### src/rtl/ibex_dbus_arbiter.sv
// Two-host to one-device arbiter for the Ibex data bus (req/gnt/rvalid), zero added latency.
// Optional build macro IBEX_DBUS_ARB_FIXED_PRIO_EN selects fixed priority (host 0) instead of round-robin.
module ibex_dbus_arbiter #(
    parameter int unsigned MaxOutstanding = 2,
    parameter int unsigned AddrWidth      = 32,
    parameter int unsigned DataWidth      = 32
) (
    input  logic                   clk_i,
    input  logic                   rst_i,
    // host 0 (core)
    input  logic                   h0_req_i,
    output logic                   h0_gnt_o,
    input  logic                   h0_we_i,
    input  logic [DataWidth/8-1:0] h0_be_i,
    input  logic [AddrWidth-1:0]   h0_addr_i,
    input  logic [DataWidth-1:0]   h0_wdata_i,
    output logic                   h0_rvalid_o,
    output logic [DataWidth-1:0]   h0_rdata_o,
    output logic                   h0_err_o,
    // host 1 (secondary)
    input  logic                   h1_req_i,
    output logic                   h1_gnt_o,
    input  logic                   h1_we_i,
    input  logic [DataWidth/8-1:0] h1_be_i,
    input  logic [AddrWidth-1:0]   h1_addr_i,
    input  logic [DataWidth-1:0]   h1_wdata_i,
    output logic                   h1_rvalid_o,
    output logic [DataWidth-1:0]   h1_rdata_o,
    output logic                   h1_err_o,
    // device
    output logic                   data_req_o,
    input  logic                   data_gnt_i,
    input  logic                   data_rvalid_i,
    output logic                   data_we_o,
    output logic [DataWidth/8-1:0] data_be_o,
    output logic [AddrWidth-1:0]   data_addr_o,
    output logic [DataWidth-1:0]   data_wdata_o,
    input  logic [DataWidth-1:0]   data_rdata_i,
    input  logic                   data_err_i
);

    localparam int unsigned PW = (MaxOutstanding > 1) ? $clog2(MaxOutstanding) : 1;
    localparam int unsigned CW = $clog2(MaxOutstanding + 1);

    typedef enum logic {ST_IDLE, ST_HOLD} state_e;

    state_e          r_state;
    logic            r_lock;
    logic            r_ids [MaxOutstanding];
    logic [PW-1:0]   r_wptr;
    logic [PW-1:0]   r_rptr;
    logic [CW-1:0]   r_count;

    logic            w_winner;
    logic            w_sel;
    logic            w_sel_req;
    logic            w_full;
    logic            w_req;
    logic            w_grant;
    logic            w_pop;
    logic            w_head;

`ifdef IBEX_DBUS_ARB_FIXED_PRIO_EN
    always_comb begin
        w_winner = !h0_req_i;
    end
`else
    logic            r_last;

    // Tie goes to whichever host did not win the previous grant.
    always_comb begin
        w_winner = !h0_req_i;
        if (h0_req_i && h1_req_i) w_winner = !r_last;
    end

    always_ff @(posedge clk_i) begin
        if (rst_i)        r_last <= 1'b1;
        else if (w_grant) r_last <= w_sel;
    end
`endif

    assign w_sel     = (r_state == ST_HOLD) ? r_lock : w_winner;
    assign w_sel_req = w_sel ? h1_req_i : h0_req_i;
    // Registered count only: a response popping this cycle does not open a slot yet.
    assign w_full    = (r_count == CW'(MaxOutstanding));
    assign w_req     = !rst_i && w_sel_req && ((r_state == ST_HOLD) || !w_full);
    assign w_grant   = w_req && data_gnt_i;
    assign w_pop     = !rst_i && data_rvalid_i && (r_count != '0);
    assign w_head    = r_ids[r_rptr];

    always_comb begin
        data_req_o   = w_req;
        data_we_o    = 1'b0;
        data_be_o    = '0;
        data_addr_o  = '0;
        data_wdata_o = '0;
        if (!rst_i) begin
            data_we_o    = w_sel ? h1_we_i    : h0_we_i;
            data_be_o    = w_sel ? h1_be_i    : h0_be_i;
            data_addr_o  = w_sel ? h1_addr_i  : h0_addr_i;
            data_wdata_o = w_sel ? h1_wdata_i : h0_wdata_i;
        end
    end

    assign h0_gnt_o    = w_grant && !w_sel;
    assign h1_gnt_o    = w_grant &&  w_sel;
    assign h0_rvalid_o = w_pop && !w_head;
    assign h1_rvalid_o = w_pop &&  w_head;
    assign h0_err_o    = h0_rvalid_o && data_err_i;
    assign h1_err_o    = h1_rvalid_o && data_err_i;
    assign h0_rdata_o  = rst_i ? '0 : data_rdata_i;
    assign h1_rdata_o  = rst_i ? '0 : data_rdata_i;

    // HOLD keeps the address phase stable on the locked host until the device grants.
    always_ff @(posedge clk_i) begin
        if (rst_i) begin
            r_state <= ST_IDLE;
            r_lock  <= 1'b0;
        end else begin
            case (r_state)
                ST_IDLE: if (w_req && !data_gnt_i) begin
                    r_state <= ST_HOLD;
                    r_lock  <= w_winner;
                end
                ST_HOLD: if (data_gnt_i) r_state <= ST_IDLE;
                default: r_state <= ST_IDLE;
            endcase
        end
    end

    always_ff @(posedge clk_i) begin
        if (rst_i) begin
            r_wptr  <= '0;
            r_rptr  <= '0;
            r_count <= '0;
            for (int i = 0; i < int'(MaxOutstanding); i++) r_ids[i] <= 1'b0;
        end else begin
            if (w_grant) begin
                r_ids[r_wptr] <= w_sel;
                r_wptr <= (r_wptr == PW'(MaxOutstanding - 1)) ? '0 : r_wptr + 1'b1;
            end
            if (w_pop) begin
                r_rptr <= (r_rptr == PW'(MaxOutstanding - 1)) ? '0 : r_rptr + 1'b1;
            end
            if (w_grant && !w_pop)      r_count <= r_count + 1'b1;
            else if (!w_grant && w_pop) r_count <= r_count - 1'b1;
        end
    end

endmodule
### config.mk
export PLATFORM = sky130hd
export DESIGN_NAME = ibex_dbus_arbiter
export DESIGN_NICKNAME = d
export VERILOG_FILES = /design/src/rtl/ibex_dbus_arbiter.sv
export SDC_FILE = /design/constraint.sdc
export NUM_CORES = 1
export LEC_CHECK = 0
export ABC_AREA = 1
export CAP_MARGIN = 20
export CORE_AREA = 4 4 120 122
export DETAILED_ROUTE_END_ITERATION = 10
export DIE_AREA = 0 0 124 126
export PLACE_DENSITY = 0.7
export SLEW_MARGIN = 30
export SYNTH_ARGS = -nofsm -noshare
export SYNTH_HDL_FRONTEND = slang
export SYNTH_SLANG_ARGS = --single-unit
### constraint.sdc
create_clock -name clk_i -period 2.3 [get_ports clk_i]
set_input_delay 0.46 -clock clk_i [delete_from_list [all_inputs] [get_ports clk_i]]
set_output_delay 0.46 -clock clk_i [all_outputs]
set_load 0.03 [all_outputs]
# Word-level counts from Yosys, hierarchy flattened
# Memories as Yosys holds them, arrays and structs flattened. A register that Yosys moved wholly into a read port is not among the register bits.
# Cells that the tools add are included.
[word_totals]
reg_bits = 7
ramBits = 2
out_inout_bits = 140
memories = 1
[memory_table]
columns = ["name", "words", "word_bits", "rd", "rd_ports_with_merged_regs", "write_ports", "line", "source"]
rows = [
  ["r_ids", 2, 1, 1, 1, 2, "49", "logic r_ids [MaxOutstanding];"],
]
[op_classes]
add_sub_neg = 4
n_eq_ne = 1
muxes = 29
bitwise_logic = 1
reduce_logical = 29
[ops]
columns = ["cell", "count"]
rows = [
  ["$mux 32", 5],
  ["$mux 1", 19],
  ["$logic_and 1x1->1", 15],
  ["$logic_not 1->1", 9],
  ["$mux 4", 2],
  ["$mux 2", 2],
  ["$reduce_bool 2->1", 2],
  ["$add 1x1->1 const B", 2],
  ["$add 2x1->2 const B", 1],
  ["$eq 2x2->1 const B", 1],
  ["$pmux 1 s2", 1],
  ["$reduce_and 2->1", 1],
  ["$sub 2x1->2 const B", 1],
  ["$logic_or 1x1->1", 1],
  ["$not 1->1", 1],
  ["$reduce_or 1->1", 1],
]

# Logic depth before layout (Yosys ltp)
[logic_depth]
depth_word = 12
depth_mapped = 11
depth_no_buf = 11

# Worst setup path before layout
# Ideal clock, no wire load.
[synth_path]
path_kind = "in2out"
startpoint = "in rst_i"
endpoint = "out h0_err_o"
arrival_ns = 1.690
t_required_ns = 1.840
slack_ns = 0.150
stages = 4
cell_sequence = "buf_2 > or2_2 > clkbuf_1 > nor3_1"
[synth_between]
elab_chain_cells = 5
[synth_lines]
columns = ["element", "line", "source"]
rows = [
  ["start: declaration", "9", "input logic rst_i,"],
  ["$logic_not 1->1", "n/a", ""],
  ["$logic_and 1x1->1 (2 in series)", "88", "assign w_pop = !rst_i && data_rvalid_i && (r_count != '0);"],
  ["$logic_and 1x1->1", "107", "assign h0_rvalid_o = w_pop && !w_head;"],
  ["$logic_and 1x1->1", "109", "assign h0_err_o = h0_rvalid_o && data_err_i;"],
  ["end: declaration", "19", "output logic h0_err_o,"],
]
# No other way between the ends.

# Worst setup path after layout
[layout_path]
startpoint = "in data_rdata_i[14]"
endpoint = "out h0_rdata_o[14]"
[layout_between]
elab_chain_cells = 1
[layout_lines]
columns = ["element", "line", "source"]
rows = [
  ["start: declaration", "38", "input logic [DataWidth-1:0] data_rdata_i,"],
  ["$mux 32", "111", "assign h0_rdata_o = rst_i ? '0 : data_rdata_i;"],
  ["end: declaration", "18", "output logic [DataWidth-1:0] h0_rdata_o,"],
]
# No other way between the ends.

==> metrics.md <==
| Metric | Value |
|---|---|
| Status | `finished clean` |
| PwrDens | `383.5 mW/mm²` |
| Core ar. | `0.01319 mm²` |
| TritonRoute pass-1 iters | `4` |
| PortBufs | `316` |
| Min Tclk post-route | `2.243 ns` |
| Clock power frac | `15.3%` |
| Overflow after GRT | `0` |
| Sequential power share | `10.4%` |
| Netlist cell types | `28` |
| Net Switching | `895.6 µW` |
| Max clock buf depth | `2` |
| Most used cell, CP | `clkdlybuf4s50_1` |
| Top sig layer | `met4` |
| Nets | `872` |
| Kind of critical path | `input port to output pin` |
| Maximum VDD drop | `0.0002067 V` |
| Cells after Synth | `404` |
| Syn-to-layout area delta | `158.2%` |
| # fillers | `1378` |
| Antenna Cells | `0` |
| Slew margin rel. | `74.78%` |
| Met1 WL | `4.167 mm` |
| Comb pwr share | `74.3%` |
| First-pass GRT wire length | `17.11 mm` |
| Clock Latency Late Sink | `0.24 ns` |
| Fin crit share | `97.53%` |
| Ys Warns | `0` |
| CP Max Fanout | `2` |
| Worst Slack Setup Final | `0.05673 ns` |
| Antenna violations before repair | `0` |
| # DRC | `0` |
| Metal3 WL | `1.311 mm` |
| CP endpoint kind | `output pin` |
| All-layer global routing usage | `13.55%` |
| Share of layout cells above drive strength 1 | `20.63%` |
| Required @ worst endpoint | `1.84 ns` |
| Hold Path Class | `flop to flop` |
| CTS sink count | `10` |
| Chip Width | `124 µm` |
| Final setup viols | `0` |
| Internal | `1175 µW` |
| CP max-delay cell | `clkdlybuf4s50_1` |
| Wire per inst | `13.58 µm` |
| Syn avg cell area | `5.175 µm²` |
| CTS H-tree depth | `1` |
| Final Hold Viols | `0` |
| Die height | `126 µm` |
| 1st-iter DRT viols | `105` |
| CTS Hold Bufs | `0` |
| Met2 Wirelength | `6.196 mm` |
| I/O pin count | `317` |
| Via-to-Cell Ratio | `4.047` |
| Cell area after synthesis | `0.002091 mm²` |
| Crit path buffers/inverters | `3` |
| Switching share of power | `43.26%` |
| Clk slew on worst S/H paths | `0.04 ns` |
| Total number of vias | `3517` |
| LEAKAGE | `0.002641 µW` |
| Fin Hold WS | `0.4819 ns` |
| Fmax | `445.8 MHz` |
| Clk_skew | `0.0009230 ns` |
| Syn_nets | `582` |
| Post-synthesis sequential area ratio | `10.53%` |
| Final Util | `40.93%` |
| Synth Register Bits | `10` |
| Crit path DAT | `1.78 ns` |
| Detailed Route WL | `11.80 mm` |
| CTS tree | `done` |
| Worst-path cell chain | `clkdlybuf4s50_1 -> inv_1 -> nor2_1 -> clkdlybuf4s50_1` |
| Worst setup SP type | `input port` |
| TritonCTS buffer count | `3` |
| Worst slew pin tran | `0.3744 ns` |
| Rows | `42` |
| Hpwl dp | `9.487 mm` |
| Tot Pwr | `2070 µW` |
| Pin count of the biggest net entering global routing | `48` |
| Gpl congestion | `0.8646` |
| CP top delay family | `buffers and inverters` |
| Setup WS pre-CTS | `-0.05810 ns` |
| Initial Util | `15.85%` |
| Final ANT Viol Nets | `0` |
| Max Cap Viol | `0` |
| Vias in the first global route | `3473` |
| Max Transition Viols Final | `0` |
| Root buffer cell | `clkbuf_16` |
| Die area | `0.01562 mm²` |
| Max incr delay on CP | `0.70 ns` |
## worst reg2reg max path, cell delays in order, from the launching register on
cell and delay, ns:
dfxtp_1 0.40, inv_2 0.07, nand3_2 0.10, buf_4 0.11, nand3_2 0.11, nand4_4 0.10
inv_1 0.04, ha_1 0.29, a21oi_1 0.11, o21ai_0 0.10, o21ai_0 0.16, a21oi_1 0.06
## kinds of logic (layout without fill, tap and decap cells)
| group | Yosys count | in the layout | share of synthesized area (%) |
|---|---|---|---|
| AO/OA/AOI/OAI | 79 | 79 | 19.57 |
| buffers and inverters | 108 | 397 | 28.55 |
| AND/OR/NAND/NOR | 204 | 204 | 39.92 |
| adder cells (fa/ha/maj) | 1 | 1 | 0.5983 |
| flip-flops | 10 | 10 | 10.53 |
| XOR/XNOR | 2 | 2 | 0.8380 |
## cell usage after synthesis
master      n  area (µm²)
buf_2      12       60.06
nand2_4     1       11.26
inv_2       3       11.26
nand3_1     1       5.000
nand2_1   146       548.0
o21ai_0     5       25.02
nand2_2     1       6.260
nor3_1      3       15.01
clkinv_2    1       5.000
nor2_4      1       11.26
a21oi_1    73       365.4
edfxtp_1    2       60.06
clkbuf_1    7       26.28
buf_6       7       78.83
dfxtp_1     8       160.2
xor2_1      2       17.52
nor2_1     44       165.2
or2_2       1       6.260
o21bai_4    1       18.77
nand4_1     1       6.260
buf_4      32       240.2
nand3_2     3       30.03
or2_4       1       8.760
inv_4       1       6.260
buf_1       1       3.750
ha_1        1       12.51
nand4_4     1       21.27
inv_1      44       165.2
## path summary, 6_finish.rpt
path / from / slack [ns] / depth (start not counted) / to
max: data_rdata_i[14] / 0.06 / 4 / h0_rdata_o[14]
min: r_last$_SDFFE_PP1P_ / 0.48 / 2 / r_last$_SDFFE_PP1P_
max reg2reg: r_state$_SDFF_PP0_ / 0.52 / 11 / r_count[1]$_SDFFE_PP0P_
min reg2reg: r_last$_SDFFE_PP1P_ / 0.48 / 2 / r_last$_SDFFE_PP1P_
## final cells by class
type / instances / area (µm²) / share of cell area [%]
repair buffers: 344 / 3396 / 62.90
well taps: 176 / 220.2 / 4.079
clock buffers: 3 / 75.07 / 1.390
clock inverters: 1 / 3.754 / 0.06952
inverters: 49 / 192.7 / 3.569
flip-flops and latches: 10 / 220.2 / 4.079
multi-input cells: 286 / 1291 / 23.92
## sequential cells by signal (all words and copies together) (netlist names), named ones only
name	flops
r_wptr	1
r_state	1
r_last	1
r_lock	1
r_ids	2
r_rptr	1
r_count	2
## per-layer routing
layer  vias to the layer above  GRT usage, %
met5                         -             0
met4                         0         2.899
met3                        12         3.229
met2                       192         26.63
met1                      1529         14.24
li1                       1784             -
## placed cells by master (no fill, tap or decap), types with 5 or more instances in the layout
cell	instances
clkdlybuf4s50_1	213
nand2_1	145
buf_4	103
a21oi_1	69
inv_1	44
nor2_1	44
buf_12	13
dlymetal6s2s_1	9
dfxtp_1	8
o21ai_0	5
## stage by stage
step                      cell area [µm²]  cells  setup TNS, ns
final                                5399    869              0
after global routing                 5399    869      -0.006892
after CTS                            5354    869              0
after detailed placement             5110    857         -1.442
after global placement               5110    857         -1.234
after floorplan                      2091    404              0
## power by group through the flow
stage / Clock [µW] / Sequential [µW] / Combinational, µW
5_1_grt: 336 / 217 / 1640
3_3_place_gp: 0 / 218 / 1450
2_1_floorplan: 0 / 215 / 778
4_1_cts: 326 / 216 / 1550
6_report: 317 / 215 / 1540
3_5_place_dp: 0 / 219 / 1460
## what timing repair did
action	4_1_cts	5_1_grt
pin swaps	4	2
gates resized for setup	6	16
buffers inserted	5	0
endpoints found under the setup margin	69	47
cloned	3	0
Power figures use the tool's default switching activity.
